==> src/rtl/reg_rename_file_if.sv <==
// ---------------------------------------------------------------------------
// reg_rename_file_if
// Bundle of the issue, commit, Decoder query and RoB lookup signals that the
// rename register file exchanges with its neighbours.
//   master : Decoder/RoB side (drives issue, commit, rs and RoB lookup data)
//   slave  : register file side (returns operand values, deps, RoB lookups)
// ---------------------------------------------------------------------------
interface reg_rename_file_if #(
  parameter int ROB_SIZE_WIDTH = 4
);
  logic [4:0]                issue_rd;
  logic [ROB_SIZE_WIDTH-1:0] issue_rob_id;
  logic [4:0]                commit_rd;
  logic [ROB_SIZE_WIDTH-1:0] commit_rob_id;
  logic [31:0]               commit_value;
  logic [4:0]                rs1;
  logic [4:0]                rs2;
  logic [31:0]               val1;
  logic [31:0]               val2;
  logic                      has_dep1;
  logic                      has_dep2;
  logic [ROB_SIZE_WIDTH-1:0] dep1;
  logic [ROB_SIZE_WIDTH-1:0] dep2;
  logic [ROB_SIZE_WIDTH-1:0] get_rob_id1;
  logic [ROB_SIZE_WIDTH-1:0] get_rob_id2;
  logic                      get_ready1;
  logic                      get_ready2;
  logic [31:0]               get_value1;
  logic [31:0]               get_value2;

  modport master (
    output issue_rd, issue_rob_id, commit_rd, commit_rob_id, commit_value,
           rs1, rs2, get_ready1, get_ready2, get_value1, get_value2,
    input  val1, val2, has_dep1, has_dep2, dep1, dep2,
           get_rob_id1, get_rob_id2
  );

  modport slave (
    input  issue_rd, issue_rob_id, commit_rd, commit_rob_id, commit_value,
           rs1, rs2, get_ready1, get_ready2, get_value1, get_value2,
    output val1, val2, has_dep1, has_dep2, dep1, dep2,
           get_rob_id1, get_rob_id2
  );
endinterface

==> src/rtl/reg_rename_file.sv <==
// ---------------------------------------------------------------------------
// reg_rename_file
// Architectural register file x0..x31 with a rename tag (producing RoB id)
// and busy bit per register. Answers Decoder operand queries
// combinationally, resolving in-flight values via same-cycle commit bypass
// or the RoB lookup port.
// Ports:
//   clk   : clock
//   rst   : synchronous reset, active-low
//   rdy   : global enable; state holds when 0
//   clear : RoB flush, drops all busy bits (tags retained)
//   bus   : issue/commit/query/RoB-lookup signals (slave modport)
// ---------------------------------------------------------------------------
module reg_rename_file #(
  parameter int ROB_SIZE_WIDTH = 4
) (
  input  logic                   clk,
  input  logic                   rst,
  input  logic                   rdy,
  input  logic                   clear,
  reg_rename_file_if.slave       bus
);

  localparam int W = ROB_SIZE_WIDTH;

  logic [31:0] r_regs [0:31];
  logic [W-1:0] r_tag [0:31];
  logic [31:0] r_busy;

  logic [32:0] w_res1;
  logic [32:0] w_res2;

  // Operand resolution priority; returns {has_dep, value}.
  function automatic logic [32:0] resolve(
    input logic [4:0]   rs,
    input logic         busy,
    input logic [W-1:0] tag,
    input logic [31:0]  regval,
    input logic [4:0]   c_rd,
    input logic [W-1:0] c_id,
    input logic [31:0]  c_val,
    input logic         g_rdy,
    input logic [31:0]  g_val
  );
    logic [32:0] res;
    if (rs == 5'd0) begin
      res = {1'b0, 32'h0000_0000};
    end else if (!busy) begin
      res = {1'b0, regval};
    end else if ((c_rd == rs) && (c_id == tag)) begin
      res = {1'b0, c_val};
    end else if (g_rdy) begin
      res = {1'b0, g_val};
    end else begin
      res = {1'b1, 32'h0000_0000};
    end
    return res;
  endfunction

  // State update: reset, then commit, then clear/issue (issue overrides the
  // commit's busy release on the same rd because its assignment comes later).
  always_ff @(posedge clk) begin
    if (!rst) begin
      for (int i = 0; i < 32; i++) begin
        r_regs[i] <= 32'h0000_0000;
        r_tag[i]  <= '0;
      end
      r_busy <= 32'h0000_0000;
    end else if (rdy) begin
      if (bus.commit_rd != 5'd0) begin
        r_regs[bus.commit_rd] <= bus.commit_value;
        // Only the matching renamer releases the register.
        if (r_busy[bus.commit_rd] && (r_tag[bus.commit_rd] == bus.commit_rob_id)) begin
          r_busy[bus.commit_rd] <= 1'b0;
        end
      end
      if (clear) begin
        r_busy <= 32'h0000_0000;
      end else if (bus.issue_rd != 5'd0) begin
        r_busy[bus.issue_rd] <= 1'b1;
        r_tag[bus.issue_rd]  <= bus.issue_rob_id;
      end
    end
  end

  // Combinational operand queries against pre-edge state.
  always_comb begin
    w_res1 = resolve(bus.rs1, r_busy[bus.rs1], r_tag[bus.rs1], r_regs[bus.rs1],
                     bus.commit_rd, bus.commit_rob_id, bus.commit_value,
                     bus.get_ready1, bus.get_value1);
    w_res2 = resolve(bus.rs2, r_busy[bus.rs2], r_tag[bus.rs2], r_regs[bus.rs2],
                     bus.commit_rd, bus.commit_rob_id, bus.commit_value,
                     bus.get_ready2, bus.get_value2);
  end

  assign bus.val1        = w_res1[31:0];
  assign bus.has_dep1    = w_res1[32];
  assign bus.val2        = w_res2[31:0];
  assign bus.has_dep2    = w_res2[32];
  assign bus.dep1        = r_tag[bus.rs1];
  assign bus.dep2        = r_tag[bus.rs2];
  assign bus.get_rob_id1 = r_tag[bus.rs1];
  assign bus.get_rob_id2 = r_tag[bus.rs2];

endmodule

==> src/flat_wrapper.sv <==
// flat-port wrapper written by rule: the top's interface ports become plain ports
module reg_rename_file_flat 
#(
  parameter int ROB_SIZE_WIDTH = 4
)
  (clk, rst, rdy, clear, bus_issue_rd, bus_issue_rob_id, bus_commit_rd, bus_commit_rob_id, bus_commit_value, bus_rs1, bus_rs2, bus_get_ready1, bus_get_ready2, bus_get_value1, bus_get_value2, bus_val1, bus_val2, bus_has_dep1, bus_has_dep2, bus_dep1, bus_dep2, bus_get_rob_id1, bus_get_rob_id2);
  reg_rename_file_if #(.ROB_SIZE_WIDTH(ROB_SIZE_WIDTH)) bus_i ();
  input  logic clk;
  input  logic rst;
  input  logic rdy;
  input  logic clear;
  input wire logic [$bits(bus_i.issue_rd)-1:0] bus_issue_rd;
  input wire logic [$bits(bus_i.issue_rob_id)-1:0] bus_issue_rob_id;
  input wire logic [$bits(bus_i.commit_rd)-1:0] bus_commit_rd;
  input wire logic [$bits(bus_i.commit_rob_id)-1:0] bus_commit_rob_id;
  input wire logic [$bits(bus_i.commit_value)-1:0] bus_commit_value;
  input wire logic [$bits(bus_i.rs1)-1:0] bus_rs1;
  input wire logic [$bits(bus_i.rs2)-1:0] bus_rs2;
  input wire logic [$bits(bus_i.get_ready1)-1:0] bus_get_ready1;
  input wire logic [$bits(bus_i.get_ready2)-1:0] bus_get_ready2;
  input wire logic [$bits(bus_i.get_value1)-1:0] bus_get_value1;
  input wire logic [$bits(bus_i.get_value2)-1:0] bus_get_value2;
  output wire logic [$bits(bus_i.val1)-1:0] bus_val1;
  output wire logic [$bits(bus_i.val2)-1:0] bus_val2;
  output wire logic [$bits(bus_i.has_dep1)-1:0] bus_has_dep1;
  output wire logic [$bits(bus_i.has_dep2)-1:0] bus_has_dep2;
  output wire logic [$bits(bus_i.dep1)-1:0] bus_dep1;
  output wire logic [$bits(bus_i.dep2)-1:0] bus_dep2;
  output wire logic [$bits(bus_i.get_rob_id1)-1:0] bus_get_rob_id1;
  output wire logic [$bits(bus_i.get_rob_id2)-1:0] bus_get_rob_id2;
  assign bus_i.issue_rd = bus_issue_rd;
  assign bus_i.issue_rob_id = bus_issue_rob_id;
  assign bus_i.commit_rd = bus_commit_rd;
  assign bus_i.commit_rob_id = bus_commit_rob_id;
  assign bus_i.commit_value = bus_commit_value;
  assign bus_i.rs1 = bus_rs1;
  assign bus_i.rs2 = bus_rs2;
  assign bus_i.get_ready1 = bus_get_ready1;
  assign bus_i.get_ready2 = bus_get_ready2;
  assign bus_i.get_value1 = bus_get_value1;
  assign bus_i.get_value2 = bus_get_value2;
  assign bus_val1 = bus_i.val1;
  assign bus_val2 = bus_i.val2;
  assign bus_has_dep1 = bus_i.has_dep1;
  assign bus_has_dep2 = bus_i.has_dep2;
  assign bus_dep1 = bus_i.dep1;
  assign bus_dep2 = bus_i.dep2;
  assign bus_get_rob_id1 = bus_i.get_rob_id1;
  assign bus_get_rob_id2 = bus_i.get_rob_id2;
  reg_rename_file #(.ROB_SIZE_WIDTH(ROB_SIZE_WIDTH)) u_core (.clk(clk), .rst(rst), .rdy(rdy), .clear(clear), .bus(bus_i));
endmodule
==> config.mk <==
export PLATFORM = sky130hd
export DESIGN_NAME = reg_rename_file_flat
export DESIGN_NICKNAME = d
export VERILOG_FILES = /design/src/rtl/reg_rename_file_if.sv /design/src/rtl/reg_rename_file.sv /design/src/flat_wrapper.sv
export SDC_FILE = /design/constraint.sdc
export NUM_CORES = 2
export LEC_CHECK = 0
export BUFFER_PORTS_ARGS = -buffer_cell sky130_fd_sc_hd__buf_2
export CORE_ASPECT_RATIO = 1.4
export CORE_MARGIN = 3
export CORE_UTILIZATION = 30
export CTS_CLUSTER_DIAMETER = 50
export DETAILED_ROUTE_END_ITERATION = 6
export GPL_TIMING_DRIVEN = 0
export HOLD_SLACK_MARGIN = 0.08
export PLACE_DENSITY = 0.44
export SYNTH_ARGS = -nofsm -noshare
export SYNTH_HDL_FRONTEND = slang
export SYNTH_SLANG_ARGS = --single-unit
==> constraint.sdc <==
create_clock -name clk -period 4.85 [get_ports clk]
set_input_delay 0.97 -clock clk [delete_from_list [all_inputs] [get_ports clk]]
set_output_delay 0.97 -clock clk [all_outputs]
set_load 0.02 [all_outputs]
# Yosys cells after proc, flatten, opt, wreduce, memory -nomap -nowiden
# Memory sizes are Yosys's and may differ from the RTL's.
# Cells that the tools add are included.
# W data, S select, Z words.
# op_classes
n_bitwise	3
eq_ne	5
n_mux	40
n_reduce_logical	11
order_cmp	6
# op_table
cell	count
$mux W33	8
$mux W32	7
$and A32 B32 Y32	1
$not A32 Y32	1
$or A32 B32 Y32	1
$reduce_or A32 Y1	1
$lt A5 B6 Y1 const B	4
$mux W1	17
$bmux W1 S5	3
$eq A4 B4 Y1	3
$demux W1 S5	2
$eq A5 B5 Y1	2
$ge A5 B1 Y1 const B	2
$logic_not A5 Y1	2
$mux W5	2
$reduce_bool A5 Y1	2
$logic_and A1 B1 Y1	5
$mux W4	1
$reduce_or A4 Y1	1
# word_totals
in_bits	130
ramBits	1152
word_cells	68
regBits	32
mem_count	2
output_inout_bits	82
# memory_table
memory	words	width	rd	rd_ports_with_merged_regs	write_ports	line_no	rtl
u_core.r_regs	32	32	2	0	32	reg_rename_file.sv:26	logic [31:0] r_regs [0:31];
u_core.r_tag	32	4	3	0	32	reg_rename_file.sv:27	logic [W-1:0] r_tag [0:31];

# Logic depth before layout (Yosys ltp)
# logic_depth
ltp_word	13
depth_mapped	13
mapped_depth_nobuf	7

# Worst setup path before layout
# Ideal clock, no wire load.
# synth_timing
kind	in2reg
from	in bus_commit_rd[0]
to	mem u_core.r_regs[13][0], enable pin
required_ps	4384
setup_slack_ps	-207
n_path_buf	4
cell_stages	7
arrival_time_ps	4591
path_cell_list	buf_2 buf_2 nand2b_1 or2_2 clkbuf_1 clkbuf_1 o21ai_0
# synth_lines
element	line_no	rtl
start, declared	flat_wrapper.sv:14	input wire logic [$bits(bus_i.commit_rd)-1:0] bus_commit_rd;
end, declared	reg_rename_file.sv:26	

# Worst setup path after layout
# layout_timing
from	in bus_rs2[0]
to	out bus_val2[12]
# layout_between
elab_chain_cells	6
# layout_lines
element	line_no	rtl
start, declared	flat_wrapper.sv:18	input wire logic [$bits(bus_i.rs2)-1:0] bus_rs2;
$mem_v2 Z32 W4	-	
$eq A4 B4 Y1	reg_rename_file.sv:50	end else if ((c_rd == rs) && (c_id == tag)) begin
$logic_and A1 B1 Y1	reg_rename_file.sv:50	
$mux W33	reg_rename_file.sv:50	
$mux W33	reg_rename_file.sv:48	end else if (!busy) begin
$mux W33 (*)	reg_rename_file.sv:46	if (rs == 5'd0) begin
end, declared	flat_wrapper.sv:24	output wire logic [$bits(bus_i.val2)-1:0] bus_val2;
# Every way passes the cells marked *; elsewhere a longest branch is shown, timed or not. The select of a mux whose other input is x is not followed.

==> impl_metrics.json <==
{
  "status": "finished, violations left",
  "violations": "max-capacitance violations, max-slew violations, negative setup slack",
  "yosys.area.top_type": "edfxtp_1",
  "period_needed_ps": 5270,
  "htreeDepth": 4,
  "yosysUniqueCellTypes": 62,
  "worstSetupStartpoint": "bus_rs2[0]",
  "synth_area_per_cell_um2": 14.2,
  "drc": 0,
  "clkSlewWorstSetupHoldPaths_ps": 50,
  "p_leak_nw": 28.4,
  "slew_headroom_pct": -6.44,
  "power_frac_seq_pct": 41.9,
  "crit_chain": "buf_16 -> buf_12 -> buf_12 -> mux2_4 -> a221oi_4 -> nand3_4 -> a211o_1 -> a211o_4 -> buf_6 -> o211ai_1 -> a211oi_2 -> buf_4",
  "synthFlopType": "edfxtp_1",
  "grt_max_degree": 20,
  "setup_tns_ps": -8610,
  "cp.arrival_ps": 4300,
  "yosysWarnings": 0,
  "critPathLaunchType": "primary input",
  "timing.critical_path.mode_cell": "buf_12",
  "fin_area_mm2": 0.0828,
  "r2r_start": "u_core.r_tag[28][1]",
  "rsz0062_at_grt": "true",
  "regArea_mm2": 0.0352,
  "path_buf_inv": 5,
  "tritoncts": "yes",
  "dp.cells": 7889,
  "dieArea_mm2": 0.229,
  "fillers": 20900,
  "nNetsFinal": 5373,
  "most-common-layout-cells": "edfxtp_1 (1152), and2_1 (1067), mux4_2 (625), clkbuf_1 (301), mux2i_1 (189)",
  "final_common_cell": "edfxtp_1",
  "die_w_um": 405,
  "switching_share_pct": 28.6,
  "worstHoldStart": "rdy",
  "critPathTopFamily": "compound AO/OA/AOI/OAI gates",
  "core_area_mm2": 0.221,
  "setup_viol": 76,
  "hp-class": "primary input to flop",
  "seq_area_frac_synth_pct": 52.6,
  "antenna_found_initial": 25,
  "synth_edf_count": 1152,
  "ys_async_sr_fraction_pct": 0,
  "power_mw": 28.8,
  "cts_buffers": 158,
  "placed_area_mm2": 0.0732,
  "grt_usage_pct": 28.5,
  "cts.path.max_buffers": 4,
  "cts_sinks": 1184,
  "netlist_instances": 4727,
  "drt-total-wl_um": 331000,
  "setup.worst_path.class": "primary input to primary output",
  "max_stage_delay_ps": 860,
  "synth_seq_cells": 1184,
  "synthTopCellsByArea": "edfxtp_1 (52%), mux4_2 (21%), and2_1 (10%), mux2i_1 (3.0%), clkbuf_1 (2.0%)",
  "fin_skew_ps": 34.9,
  "place_congestion": 0.976,
  "drive_gt1_share_pct": 32.3,
  "syn_area_mm2": 0.0670,
  "multi_input_area_mm2": 0.0317,
  "holdWs_ps": 391,
  "vias_per_cell": 5.86,
  "tightest_slew_ps": 1580,
  "ir_worst_vdd_v": 0.000275,
  "required_ps": 3880,
  "rows": 204,
  "cts_hold_buf": 0,
  "yosysTopAreaCellShare_pct": 51.6,
  "io_buffers": 195,
  "top_level_ports": 212,
  "final_cells": 8268,
  "end_kind": "primary output",
  "drtPass1Iterations": 5,
  "start_util_pct": 30.3,
  "die_h_um": 565,
  "cts_root_buf": "clkbuf_16",
  "first_iter_violations": 5676,
  "clk-insertion-delay-late_ps": 830,
  "clock_power_share_pct": 41.0,
  "post-route-period-util_pct": 109,
  "num_vias": 48500,
  "clock.fmax_mhz": 190,
  "hold_viol_final": 0,
  "power_switching_mw": 8.24,
  "drv_slew": 8,
  "grt_pass1_wl_um": 436000,
  "wl_per_cell_um": 40.0,
  "layout-area-overhead-vs-synth_pct": 23.5,
  "crit_fanout": 6,
  "dp_hpwl_um": 250000,
  "combPwrFrac_pct": 17.2,
  "grt_pass1_vias": 49300,
  "cap_viol_max_count": 1,
  "grt_overflow_total": 0,
  "p_int_mw": 20.6,
  "layout_setup_ws_ps": -423,
  "ant_nets": 0,
  "cellPowerDensity_mw_per_mm2": 348,
  "slowest_stage": "o211ai_1"
}
-- routing by layer --
layer,vias to the layer above,GRT usage [%],part of all wire [%]
met5,-,0,0.013
met4,8,24.0,10
met3,866,5.22,7.2
met2,2662,47.1,48
met1,25500,31.9,35
li1,19400,-,-
-- cell usage after synthesis (13+ instances only) --
cell,instances
edfxtp_1,1152
and2_1,1070
mux4_2,624
clkbuf_1,357
mux2i_1,198
nand2_1,170
o21ai_0,124
buf_2,122
a21oi_1,104
a31oi_1,90
nor2_1,80
nor3_1,70
a221oi_1,66
and3_1,61
buf_1,40
a211oi_1,36
dfxtp_1,32
o211ai_1,32
o311a_1,32
o31ai_1,32
a22oi_1,25
mux2_2,22
buf_4,16
nand3_1,15
nand2b_1,13
-- power groups by stage --
| stage | Clock (mW) | Combinational, mW | Sequential, mW |
|---|---|---|---|
| after floorplan | 0 | 2.26 | 12.2 |
| after global placement | 0 | 4.14 | 12.3 |
| after detailed placement | 0 | 4.28 | 12.3 |
| after CTS | 11.9 | 4.78 | 12.1 |
| after global routing | 12.3 | 5.02 | 12.1 |
| final | 11.8 | 4.96 | 12.1 |
-- sequential cells by signal, indices dropped and copies added, names as in the netlist --
| name | flops |
|---|---|
| u_core.r_regs | 1024 |
| u_core.r_tag | 128 |
| u_core.r_busy | 32 |
-- kinds of logic (layout without fill, tap and decap cells) --
group / Yosys count / in the layout / share of synthesized area, %
flops: 1184 / 1184 / 52.6
other cells: 1 / 59 / 0.00560
compound gates: 573 / 573 / 5.69
mux: 846 / 846 / 24.4
xor+xnor: 18 / 18 / 0.246
buf+inv: 551 / 1150 / 3.55
simple gates: 1554 / 1554 / 13.6
-- final cells by class --
| type | instances | share of cell area (%) |
|---|---|---|
| multi-input combinational | 3027 | 38.3 |
| sequential | 1184 | 42.6 |
| clock inverter | 87 | 1.09 |
| buffer | 542 | 4.62 |
| clock buffer | 191 | 5.02 |
| inverter | 5 | 0.0227 |
| antenna | 23 | 0.0695 |
| timing repair buffer | 325 | 3.96 |
| tap | 2884 | 4.36 |
-- through the flow --
stage                     utilization (%)  worst slack [ps]
after floorplan                         -              -207
after global placement               32.4             -5090
after detailed placement             33.1             -3020
after CTS                            37.0              -312
after global routing                 37.4              -369
final                                37.4              -423
-- worst reg2reg max path, cell delays in order, from the launching register on --
cell and delay, ps:
edfxtp_1 550, mux4_2 510, a22oi_1 200, nand4_1 140, xnor2_1 560, nand2_1 370
nor4_2 1070, a31oi_1 190
-- final timing paths --
check | to | slack, ps | cells after the start
worst min-delay path | u_core.r_busy[0] | 390 | 2
worst min register to register | u_core.r_busy[0] | 510 | 2
worst max-delay path | bus_val2[12] | -420 | 12
worst max register to register | u_core.r_busy[27] | 1090 | 7
-- what timing repair did --
| item | 4_1_cts | 5_1_grt |
|---|---|---|
| pin swaps | 41 | 34 |
| endpoints found under the setup margin | 115 | 66 |
| gates resized for setup | 839 | 176 |
| cloned | 6 | 1 |
| setup buffers | 70 | 8 |
(Power assumes the default switching activity.)
